## src/rtl/debounce_edge.sv

```systemverilog
// debounce_edge: two-flop synchroniser, stability-count glitch filter and
// registered rise/fall pulse generation for a raw switch/button input.
// Optional build macro DEBOUNCE_TOGGLE_EN adds a push-on/push-off toggle
// register on tgl; without it tgl is tied low.
//
// state  | meaning
// -------+------------------------------------------------
// LOW    | q=0, synchronised input agrees with q
// WAIT_H | q=0, qualifying a candidate 0->1 change
// HIGH   | q=1, synchronised input agrees with q
// WAIT_L | q=1, qualifying a candidate 1->0 change
module debounce_edge #(
  parameter int N_STABLE = 4,
  parameter int CNT_W    = 8
) (
  input  logic clk,
  input  logic clr,
  input  logic d,
  output logic q,
  output logic rise,
  output logic fall,
  output logic busy,
  output logic tgl
);

  localparam logic [1:0] LOW    = 2'd0;
  localparam logic [1:0] WAIT_H = 2'd1;
  localparam logic [1:0] HIGH   = 2'd2;
  localparam logic [1:0] WAIT_L = 2'd3;

  // With a single required sample the WAIT states are skipped entirely.
  localparam bit              ONE_SHOT = (N_STABLE == 1);
  localparam logic [CNT_W-1:0] LAST    = CNT_W'(N_STABLE - 1);

  logic             s1, s2;
  logic [1:0]       state, nxt_state;
  logic [CNT_W-1:0] cnt, nxt_cnt;
  logic             nxt_q, nxt_rise, nxt_fall;

  // Two-flop synchroniser for the asynchronous raw input.
  always_ff @(posedge clk or posedge clr) begin
    if (clr) begin
      s1 <= 1'b0;
      s2 <= 1'b0;
    end else begin
      s1 <= d;
      s2 <= s1;
    end
  end

  // Next-state, counter and output decode for the qualification FSM.
  always_comb begin
    nxt_state = state;
    nxt_cnt   = cnt;
    nxt_q     = q;
    nxt_rise  = 1'b0;
    nxt_fall  = 1'b0;
    case (state)
      LOW: begin
        if (s2) begin
          if (ONE_SHOT) begin
            nxt_state = HIGH;
            nxt_q     = 1'b1;
            nxt_rise  = 1'b1;
            nxt_cnt   = '0;
          end else begin
            nxt_state = WAIT_H;
            nxt_cnt   = CNT_W'(1);
          end
        end
      end
      WAIT_H: begin
        if (!s2) begin
          nxt_state = LOW;
          nxt_cnt   = '0;
        end else if (cnt == LAST) begin
          nxt_state = HIGH;
          nxt_q     = 1'b1;
          nxt_rise  = 1'b1;
          nxt_cnt   = '0;
        end else begin
          nxt_cnt = cnt + CNT_W'(1);
        end
      end
      HIGH: begin
        if (!s2) begin
          if (ONE_SHOT) begin
            nxt_state = LOW;
            nxt_q     = 1'b0;
            nxt_fall  = 1'b1;
            nxt_cnt   = '0;
          end else begin
            nxt_state = WAIT_L;
            nxt_cnt   = CNT_W'(1);
          end
        end
      end
      WAIT_L: begin
        if (s2) begin
          nxt_state = HIGH;
          nxt_cnt   = '0;
        end else if (cnt == LAST) begin
          nxt_state = LOW;
          nxt_q     = 1'b0;
          nxt_fall  = 1'b1;
          nxt_cnt   = '0;
        end else begin
          nxt_cnt = cnt + CNT_W'(1);
        end
      end
      default: begin
        nxt_state = LOW;
        nxt_cnt   = '0;
        nxt_q     = 1'b0;
      end
    endcase
  end

  // FSM state, counter and registered outputs; busy tracks the WAIT states.
  always_ff @(posedge clk or posedge clr) begin
    if (clr) begin
      state <= LOW;
      cnt   <= '0;
      q     <= 1'b0;
      rise  <= 1'b0;
      fall  <= 1'b0;
      busy  <= 1'b0;
    end else begin
      state <= nxt_state;
      cnt   <= nxt_cnt;
      q     <= nxt_q;
      rise  <= nxt_rise;
      fall  <= nxt_fall;
      busy  <= (nxt_state == WAIT_H) || (nxt_state == WAIT_L);
    end
  end

`ifdef DEBOUNCE_TOGGLE_EN
  logic tgl_r;

  // Push-on/push-off latch: flips on every qualified press.
  always_ff @(posedge clk or posedge clr) begin
    if (clr) tgl_r <= 1'b0;
    else     tgl_r <= tgl_r ^ nxt_rise;
  end

  assign tgl = tgl_r;
`else
  assign tgl = 1'b0;
`endif

endmodule

```

## config.mk

```make
export PLATFORM = sky130hd
export DESIGN_NAME = debounce_edge
export DESIGN_NICKNAME = d
export VERILOG_FILES = /design/src/rtl/debounce_edge.sv
export SDC_FILE = /design/constraint.sdc
export NUM_CORES = 1
export LEC_CHECK = 0
export ABC_AREA = 1
export CAP_MARGIN = 0
export CORE_MARGIN = 10
export CORE_UTILIZATION = 40
export CTS_CLUSTER_SIZE = 8
export DETAILED_ROUTE_END_ITERATION = 7
export PLACE_DENSITY = 0.64
export SETUP_SLACK_MARGIN = 0.05
export SLEW_MARGIN = 20
export SYNTH_ARGS = -nofsm -noshare
export SYNTH_HDL_FRONTEND = slang
export SYNTH_SLANG_ARGS = --single-unit
```

## constraint.sdc

```tcl
create_clock -name clk -period 1.4 [get_ports clk]
set_clock_uncertainty 0.15 [all_clocks]
set_input_delay 0.14 -clock clk [delete_from_list [all_inputs] [get_ports clk]]
set_output_delay 0.14 -clock clk [all_outputs]
set_load 0.05 [all_outputs]
```

==> implementation parameters, run 1 <==
Parameter                              Value

STA
  Setup repair after global routing missed its margin    true
  Final period utilization    100.4%
  Final setup TNS    -5.747 ps
  Tmin final    between 1000 and 1500 ps
  Max Freq    around 0.7 GHz
  Final Hold Slack    between 100 and 150 ps
  Final critical-path setup slack    -5.747 ps
  Final hold violation count    0
  Count of endpoints failing setup in the final report    1
  Final slew viol count    0

Setup path
  Crit path DAT    between 1000 and 1500 ps
  Slowest Stage Delay on Critical Path    400 ps
  Slowest cell on the critical path    sky130_fd_sc_hd__dfrtp_1
  Stages on worst setup path    6
  Capturing element type of the critical path    flop
  Ordered list of cells on the worst path    ha_2 > nand2_2 > nor2_4 > nand2_4 > o21ai_2 > nand2_1
  Critical Path Source Type    flop
  Worst setup path class    reg -> reg
  Critical path peak fanout    6
  Worst-case reg-to-reg path depth    6
  Critical path required time    1440 ps
  Number of buffers and inverters on the critical path    0
  Cell class contributing the biggest share of worst-path delay    flip-flops

Drt
  Routed len/inst    between 10 and 15 um
  Number of vias after detailed routing    about 650
  Total Routed Length    around 1600 um
  Total length of routed met2 wires    slightly above 800 um
  Metal3 WL    ~77 um
  DRC violation count after routing    0
  Initial DRC Count    17
  Uppermost signal routing layer after detailed routing    met4
  Antenna-violating nets left    0
  Vias/cell    ~4.6
  Number of detailed-route iterations in the first pass    4
  DRT met1 WL    ~680 um

Final layout
  Final #Nets    around 120
  Final-layout fill cell count    178
  Fraction of final layout cells sized beyond drive strength 1    32.46%
  Utilization after layout    a little over half
  Count of inserted antenna diode cells    0
  Synth-to-Final Area Change    31.62%
  Leading cell type in the layout, fill and taps excluded    sky130_fd_sc_hd__nand2_1
  Area of all placed cells without fillers    1057 um2
  Commonest non-fill, non-tap cells in the layout    22 x sky130_fd_sc_hd__nand2_1, 16 x sky130_fd_sc_hd__dfrtp_1, 13 x sky130_fd_sc_hd__nor2_1, 11 x sky130_fd_sc_hd__inv_1, 6 x sky130_fd_sc_hd__buf_4

Yosys
  Synth Register Bits    16
  Biggest area contributors in the synthesized netlist    sky130_fd_sc_hd__dfrtp_1 50%, sky130_fd_sc_hd__nand2_1 12%, sky130_fd_sc_hd__nor2_1 7.0%
  Share of the synthesized area in the top cell type    around 50%
  Part of the Yosys area used for sequential elements    about half
  Syn Nets    between 100 and 150
  Number of warnings printed during yosys synthesis    0
  Synthesized instance count    98
  Dominant cell type by area after synthesis    sky130_fd_sc_hd__dfrtp_1
  Mean area per synthesized cell    between 8 and 9 um2
  Distinct cell type count after synthesis    17
  Synth Cell Area    about 800 um2

Power and ir drop
  Net switching power of the design    695.9 uW
  Clock group share of total power    between 15 and 20%
  Static leakage power    between 0.5 and 0.6 nW
  Maximum resistive drop on vdd    around 0.0013 V
  Internal cell power    roughly 1.0 mW
  Proportion of power drawn by flip-flops and latches    between 30% and 40%
  Tot Pwr    ~1.7 mW
  Combinational power share    approximately 44%
  Power per Cell Area    1637 nW/um2
  Switching part of the total power    ~40%

Placed design
  Instance area after placement    944.7 um2
  IO Port Bufs    6
  HPWL after detailed placement    approximately 1100 um
  Routability Congestion    approximately 0.86

Run status
  Failing checks    setup timing
  Outcome    complete, but fails checks

Run
  Max cap viols    0

Clocking
  Clock-pin slew on the worst setup and hold paths    approximately 100 ps
  H-tree depth    1
  Latest clock arrival within the worst-skew pair    290 ps
  Max clock buf depth    2
  Root Driver    sky130_fd_sc_hd__clkbuf_4
  Number of buffers inserted during clock tree synthesis    3
  Number of sinks driven by the clock tree    16
  Clock tree from TritonCTS    yes

Global routing
  Overall track demand over capacity in global routing    roughly 7.8%
  Global route overflow    0
  Wire length of the first global-routing pass    between 2000 and 3000 um
  Vias in the first global route    approximately 670
  Number of antenna violations at the first check in global routing    0
  Pin count of the biggest net entering global routing    17

Floorplanning
  Starting density of the core    between 40% and 50%
  Total Die Area    4200 um2
  Number of core rows    16
  Core ar.    1942 um2
  Count of boundary I/O pins    8
  Die height    64.81 um
  Die width    about 65 um

Hold path
  Hold Crit Class    in -> reg
  Min-Delay Path Depth    1
-- synth_stat cells --
cell type	number
sky130_fd_sc_hd__nand2_1	26
sky130_fd_sc_hd__dfrtp_1	16
sky130_fd_sc_hd__nor2_1	15
sky130_fd_sc_hd__inv_1	14
sky130_fd_sc_hd__nand3_1	5
sky130_fd_sc_hd__nand2_2	4
sky130_fd_sc_hd__nor2_4	4
sky130_fd_sc_hd__o21ai_0	3
sky130_fd_sc_hd__inv_2	2
sky130_fd_sc_hd__o21ai_1	2
sky130_fd_sc_hd__buf_4	1
sky130_fd_sc_hd__conb_1	1
sky130_fd_sc_hd__ha_1	1
sky130_fd_sc_hd__nand2_4	1
sky130_fd_sc_hd__nand3_4	1
sky130_fd_sc_hd__o21bai_1	1
sky130_fd_sc_hd__xor2_1	1
-- state kept, by name, summed over array words and instances (netlist names) --
signal	cells
cnt	8
state	2
busy	1
fall	1
q	1
rise	1
s1	1
s2	1
-- repair_timing --
action / 4_1_cts / 5_1_grt
pin swaps: 3 / 5
hold endpoints to repair: 9 / 0
setup buffers: 1 / 3
endpoints found under the setup margin: 2 / 11
hold buffers: 1 / 0
gates resized for setup: 1 / 14
-- path summary, 6_finish.rpt --
| path | startpoint | endpoint | slack (ps) |
|---|---|---|---|
| max | cnt[1] | q | -6 |
| min | d | s1 | 130 |
| max reg2reg | cnt[1] | q | -6 |
| min reg2reg | s1 | s2 | 210 |
| max in group asynchronous | clr | cnt[5] | 370 |
| min in group asynchronous | clr | s1 | 560 |
-- metal layers --
layer  global-route usage, %  vias up
li1                        -      324
met1                   8.008      304
met2                   12.44       20
met3                   2.234        4
met4                   7.219        0
met5                       0        -
-- stage by stage --
stage               worst slack (ps)  instances
global placement               83.61        132
detailed placement             25.55        132
global route                  -78.98        141
CTS                            44.25        138
floorplan                      92.80         98
finish                        -5.747        141
-- cells by family after synthesis --
logic type / share of synthesized area [%]
AOI/OAI and AO/OA: 4.050
xor gates and xnor gates: 1.091
other: 0.4668
adders and majority gates: 1.557
and+or+nand+nor: 34.58
DFF: 49.84
buffers and inverters: 8.412
-- final cells by class --
type	instances	area, um2	area share (%)
sequential	16	400.4	37.87
tap	27	33.78	3.195
clock buffer	4	36.28	3.432
multi-input combinational	65	371.6	35.15
timing repair buffer	13	155.1	14.67
inverter	16	60.06	5.680
-- power groups by stage --
stage / registers (mW) / logic [mW] / clock network [mW]
3_5_place_dp: 0.650 / 0.684 / 0
3_3_place_gp: 0.642 / 0.669 / 0
4_1_cts: 0.642 / 0.687 / 0.318
6_report: 0.657 / 0.763 / 0.311
2_1_floorplan: 0.725 / 0.362 / 0
5_1_grt: 0.668 / 0.834 / 0.330
Power figures use the tool's default switching activity.
==> run 2, diff against run 1 <==
--- a/config.mk
+++ b/config.mk
@@ -7,12 +7,15 @@
 export LEC_CHECK = 0
 export ABC_AREA = 1
 export CAP_MARGIN = 0
+export CORE_ASPECT_RATIO = 1.25
 export CORE_MARGIN = 10
 export CORE_UTILIZATION = 40
 export CTS_CLUSTER_SIZE = 8
 export DETAILED_ROUTE_END_ITERATION = 7
+export GPL_TIMING_DRIVEN = 0
 export PLACE_DENSITY = 0.64
 export SETUP_SLACK_MARGIN = 0.05
+export SKIP_LAST_GASP = 1
 export SLEW_MARGIN = 20
 export SYNTH_ARGS = -nofsm -noshare
 export SYNTH_HDL_FRONTEND = slang
==> run 2 against run 1 <==
  * Largest cell class unchanged
  * The run now ends clean
  * Flip-flop and latch count did not move
  * Setup slack gained 74 ps
  * Routed wire length is 7.8% lower
  * Clock power is 25% lower
  * Worst hold slack got worse by 74 ps
  * Register-to-register slack gained 70 ps
  * Power down 8.9%
  * Critical endpoint unchanged
  * Cell count is 5.7% lower
  * Global-route usage is 0.28 points lower
  * Combinational power down 6.8%
  * Via count decreased by 1.4%
  * Fmax grew 5.6%
==> implementation parameters, run 2 (same netlist as run 1, synthesis figures left out) <==
Parameter                              Value

Final layout
  Synth-to-Final Area Change    23.36%
  Final #Nets    119 (unchanged)
  Largest register by flop count    cnt
  Largest registers    cnt: 8 flops, state: 2 flops
  Commonest non-fill, non-tap cells in the layout    23 x sky130_fd_sc_hd__nand2_1, 16 x sky130_fd_sc_hd__dfrtp_1, 13 x sky130_fd_sc_hd__inv_1, 12 x sky130_fd_sc_hd__nor2_1
  Final-layout fill cell count    177 (-0.56%)
  Fraction of final layout cells sized beyond drive strength 1    31.86% (-0.60 points)
  Post-route non-filler standard cell count    133 (-5.7%)
  Max reg flops    8 (unchanged)
  Count of inserted antenna diode cells    0 (unchanged)
  Leading cell type in the layout, fill and taps excluded    sky130_fd_sc_hd__nand2_1
  Area of all placed cells without fillers    991.0 um2 (-6.3%)

Clocking
  Number of sinks driven by the clock tree    16 (unchanged)
  Clock tree from TritonCTS    yes
  Number of buffers inserted during clock tree synthesis    3 (unchanged)
  Latest clock arrival within the worst-skew pair    280 ps (about the same)
  Max clock buf depth    2 (unchanged)
  Post-CTS Hold Fix Bufs    0 (-1)
  H-tree depth    1 (unchanged)
  Clock-pin slew on the worst setup and hold paths    80 ps (-20 ps)
  Root Driver    sky130_fd_sc_hd__clkbuf_4

STA
  Tmin final    1331 ps (-74.35 ps)
  Final slew viol count    0 (unchanged)
  Setup repair after global routing missed its margin    true
  Final critical-path setup slack    68.60 ps (+74.35 ps)
  Final hold violation count    0 (unchanged)
  Tightest Pin Transition    ~600 ps
  Count of endpoints failing setup in the final report    0 (-1)
  Final period utilization    95.10% (-5.3 points)
  Max-slew headroom    approximately three fifths
  Max Freq    0.7511 GHz (+5.6%)

Power and ir drop
  Switching part of the total power    41.40% (+1.2 points)
  Power per Cell Area    1591 nW/um2 (-2.8%)
  Combinational power share    45.1% (+1.0 points)
  Clock group share of total power    14.8% (-3.2 points)
  Net switching power of the design    652.9 uW (-6.2%)
  Static leakage power    0.4943 nW (-5.7%)
  Internal cell power    924.0 uW (-11%)
  Proportion of power drawn by flip-flops and latches    40.1% (+2.1 points)
  Maximum resistive drop on vdd    0.0007428 V (-43%)

Global routing
  Most crowded layer after global routing    met2
  Wire length of the first global-routing pass    2435 um (-7.1%)
  Global route overflow    0 (unchanged)
  Met2 Resource Use GR    11.35% (-1.1 points)
  Number of antenna violations at the first check in global routing    0 (unchanged)
  Met1 track demand over resource    7.872% (-0.14 points)
  Vias in the first global route    589 (-11%)
  Overall track demand over capacity in global routing    7.478% (-0.28 points)
  Met3 layer usage reported by global route    2.893% (+0.66 points)
  Pin count of the biggest net entering global routing    17 (unchanged)

Setup path
  Critical path peak fanout    6 (unchanged)
  Critical path required time    1430 ps (about the same)
  Worst setup path class    reg -> reg
  Crit path DAT    1360 ps (-80 ps)
  Capturing element type of the critical path    flop
  Critical Path Source Type    flop

Floorplanning
  Die width    60.08 um (-7.3%)
  Starting density of the core    41.47% (+0.11 points)
  Count of boundary I/O pins    8 (unchanged)
  Number of core rows    18 (+2)
  Core ar.    1937 um2 (-0.26%)
  Total Die Area    4212 um2 (+0.27%)
  Die height    70.10 um (+8.2%)

Drt
  Initial DRC Count    24 (+7)
  DRC violation count after routing    0 (unchanged)
  Routed len/inst    11.16 um (-2.2%)
  Antenna-violating nets left    0 (unchanged)
  Number of vias after detailed routing    643 (-1.4%)
  Number of detailed-route iterations in the first pass    4 (unchanged)
  Vias/cell    4.835 (+4.6%)
  Total Routed Length    1484 um (-7.8%)

Placed design
  IO Port Bufs    6 (unchanged)
  Worst-case setup slack after placement    -28.23 ps (-53.78 ps)
  Instance area after placement    888.4 um2 (-6.0%)
  HPWL after detailed placement    1013 um (-6.3%)
  Routability Congestion    0.8213 (-4.0%)
  Post-Place Cells    124 (-6.1%)

Run status
  Outcome    completed

Run
  Max cap viols    0 (unchanged)

Hold path
  Hold Crit Class    in -> async
run 2: changes by cell type in the layout (fill, tap and decap cells not counted), moves of 2 or more:
cell and change:
sky130_fd_sc_hd__buf_12 -4, sky130_fd_sc_hd__inv_1 +2, sky130_fd_sc_hd__inv_2 -2, sky130_fd_sc_hd__nand2_2 +2
sky130_fd_sc_hd__nand2_4 -3, sky130_fd_sc_hd__clkdlybuf4s15_2 +3
run 2: final cells by class:
cell class | instances | area (um2) | area share [%]
sequential | 16 | 400.4 | 40.40
tap | 20 | 25.02 | 2.525
buffer | 1 | 7.507 | 0.7576
timing repair buffer | 12 | 103.9 | 10.48
clock buffer | 3 | 22.52 | 2.273
multi-input combinational | 65 | 371.6 | 37.50
inverter | 16 | 60.06 | 6.061
run 2: worst paths after layout:
path	slack, ps	start	cells after the start	end
hold reg to reg	210	s1	0	s2
setup reg to reg	70	cnt[2]	6	q
hold / removal	60	clr	2	cnt[6]
min in group clk	140	d	1	s1
max in group asynchronous	660	clr	2	busy
setup / recovery	70	cnt[2]	6	q
run 2: metrics by stage:
stage / hold WS, ps / setup TNS (ps) / utilization [%] / power [mW]
after floorplan: -96.26 / 0 / - / 1.087
after global placement: 182.8 / -22.89 / 45.87 / 1.214
after detailed placement: 187.2 / -46.21 / 45.87 / 1.228
after CTS: 77.64 / 0 / 48.84 / 1.521
after global routing: 119.2 / -40.88 / 51.16 / 1.714
final: 57.67 / 0 / 51.16 / 1.577
run 2: layer usage:
metal | routed length, um | vias up
met5 | 0 | -
met1 | 585 | 296
met2 | 754 | 18
li1 | - | 322
met3 | 96 | 7
met4 | 48 | 0
run 2: worst max-delay path: stages (launching register included):
cell and delay [ps]:
sky130_fd_sc_hd__dfrtp_1 420, sky130_fd_sc_hd__nor2_1 150, sky130_fd_sc_hd__nand2_2 80, sky130_fd_sc_hd__nor2_4 160
sky130_fd_sc_hd__nand2_4 100, sky130_fd_sc_hd__o21ai_2 110, sky130_fd_sc_hd__nand2_1 50
run 2: power groups by stage:
stage	Combinational (mW)	Sequential, mW	Clock [mW]
after floorplan	0.362	0.725	0
after CTS	0.647	0.631	0.244
after global placement	0.583	0.630	0
after detailed placement	0.593	0.635	0
after global routing	0.798	0.640	0.276
final	0.711	0.633	0.233
run 2: timing repair:
action | in CTS | in global routing
resized for setup | 15 | 10
pin swaps | 3 | 6
hold endpoints to repair | 0 | 0
buffers inserted | 2 | 4
endpoints found under the setup margin | 15 | 12
==> run 3, diff against run 2 <==
--- a/config.mk
+++ b/config.mk
@@ -6,7 +6,7 @@
 export NUM_CORES = 1
 export LEC_CHECK = 0
 export ABC_AREA = 1
-export CAP_MARGIN = 0
+export CAP_MARGIN = 5
 export CORE_ASPECT_RATIO = 1.25
 export CORE_MARGIN = 10
 export CORE_UTILIZATION = 40
==> results of run 3 <==
Same layout as run 2: the final DEF is identical, and so are final timing and power.
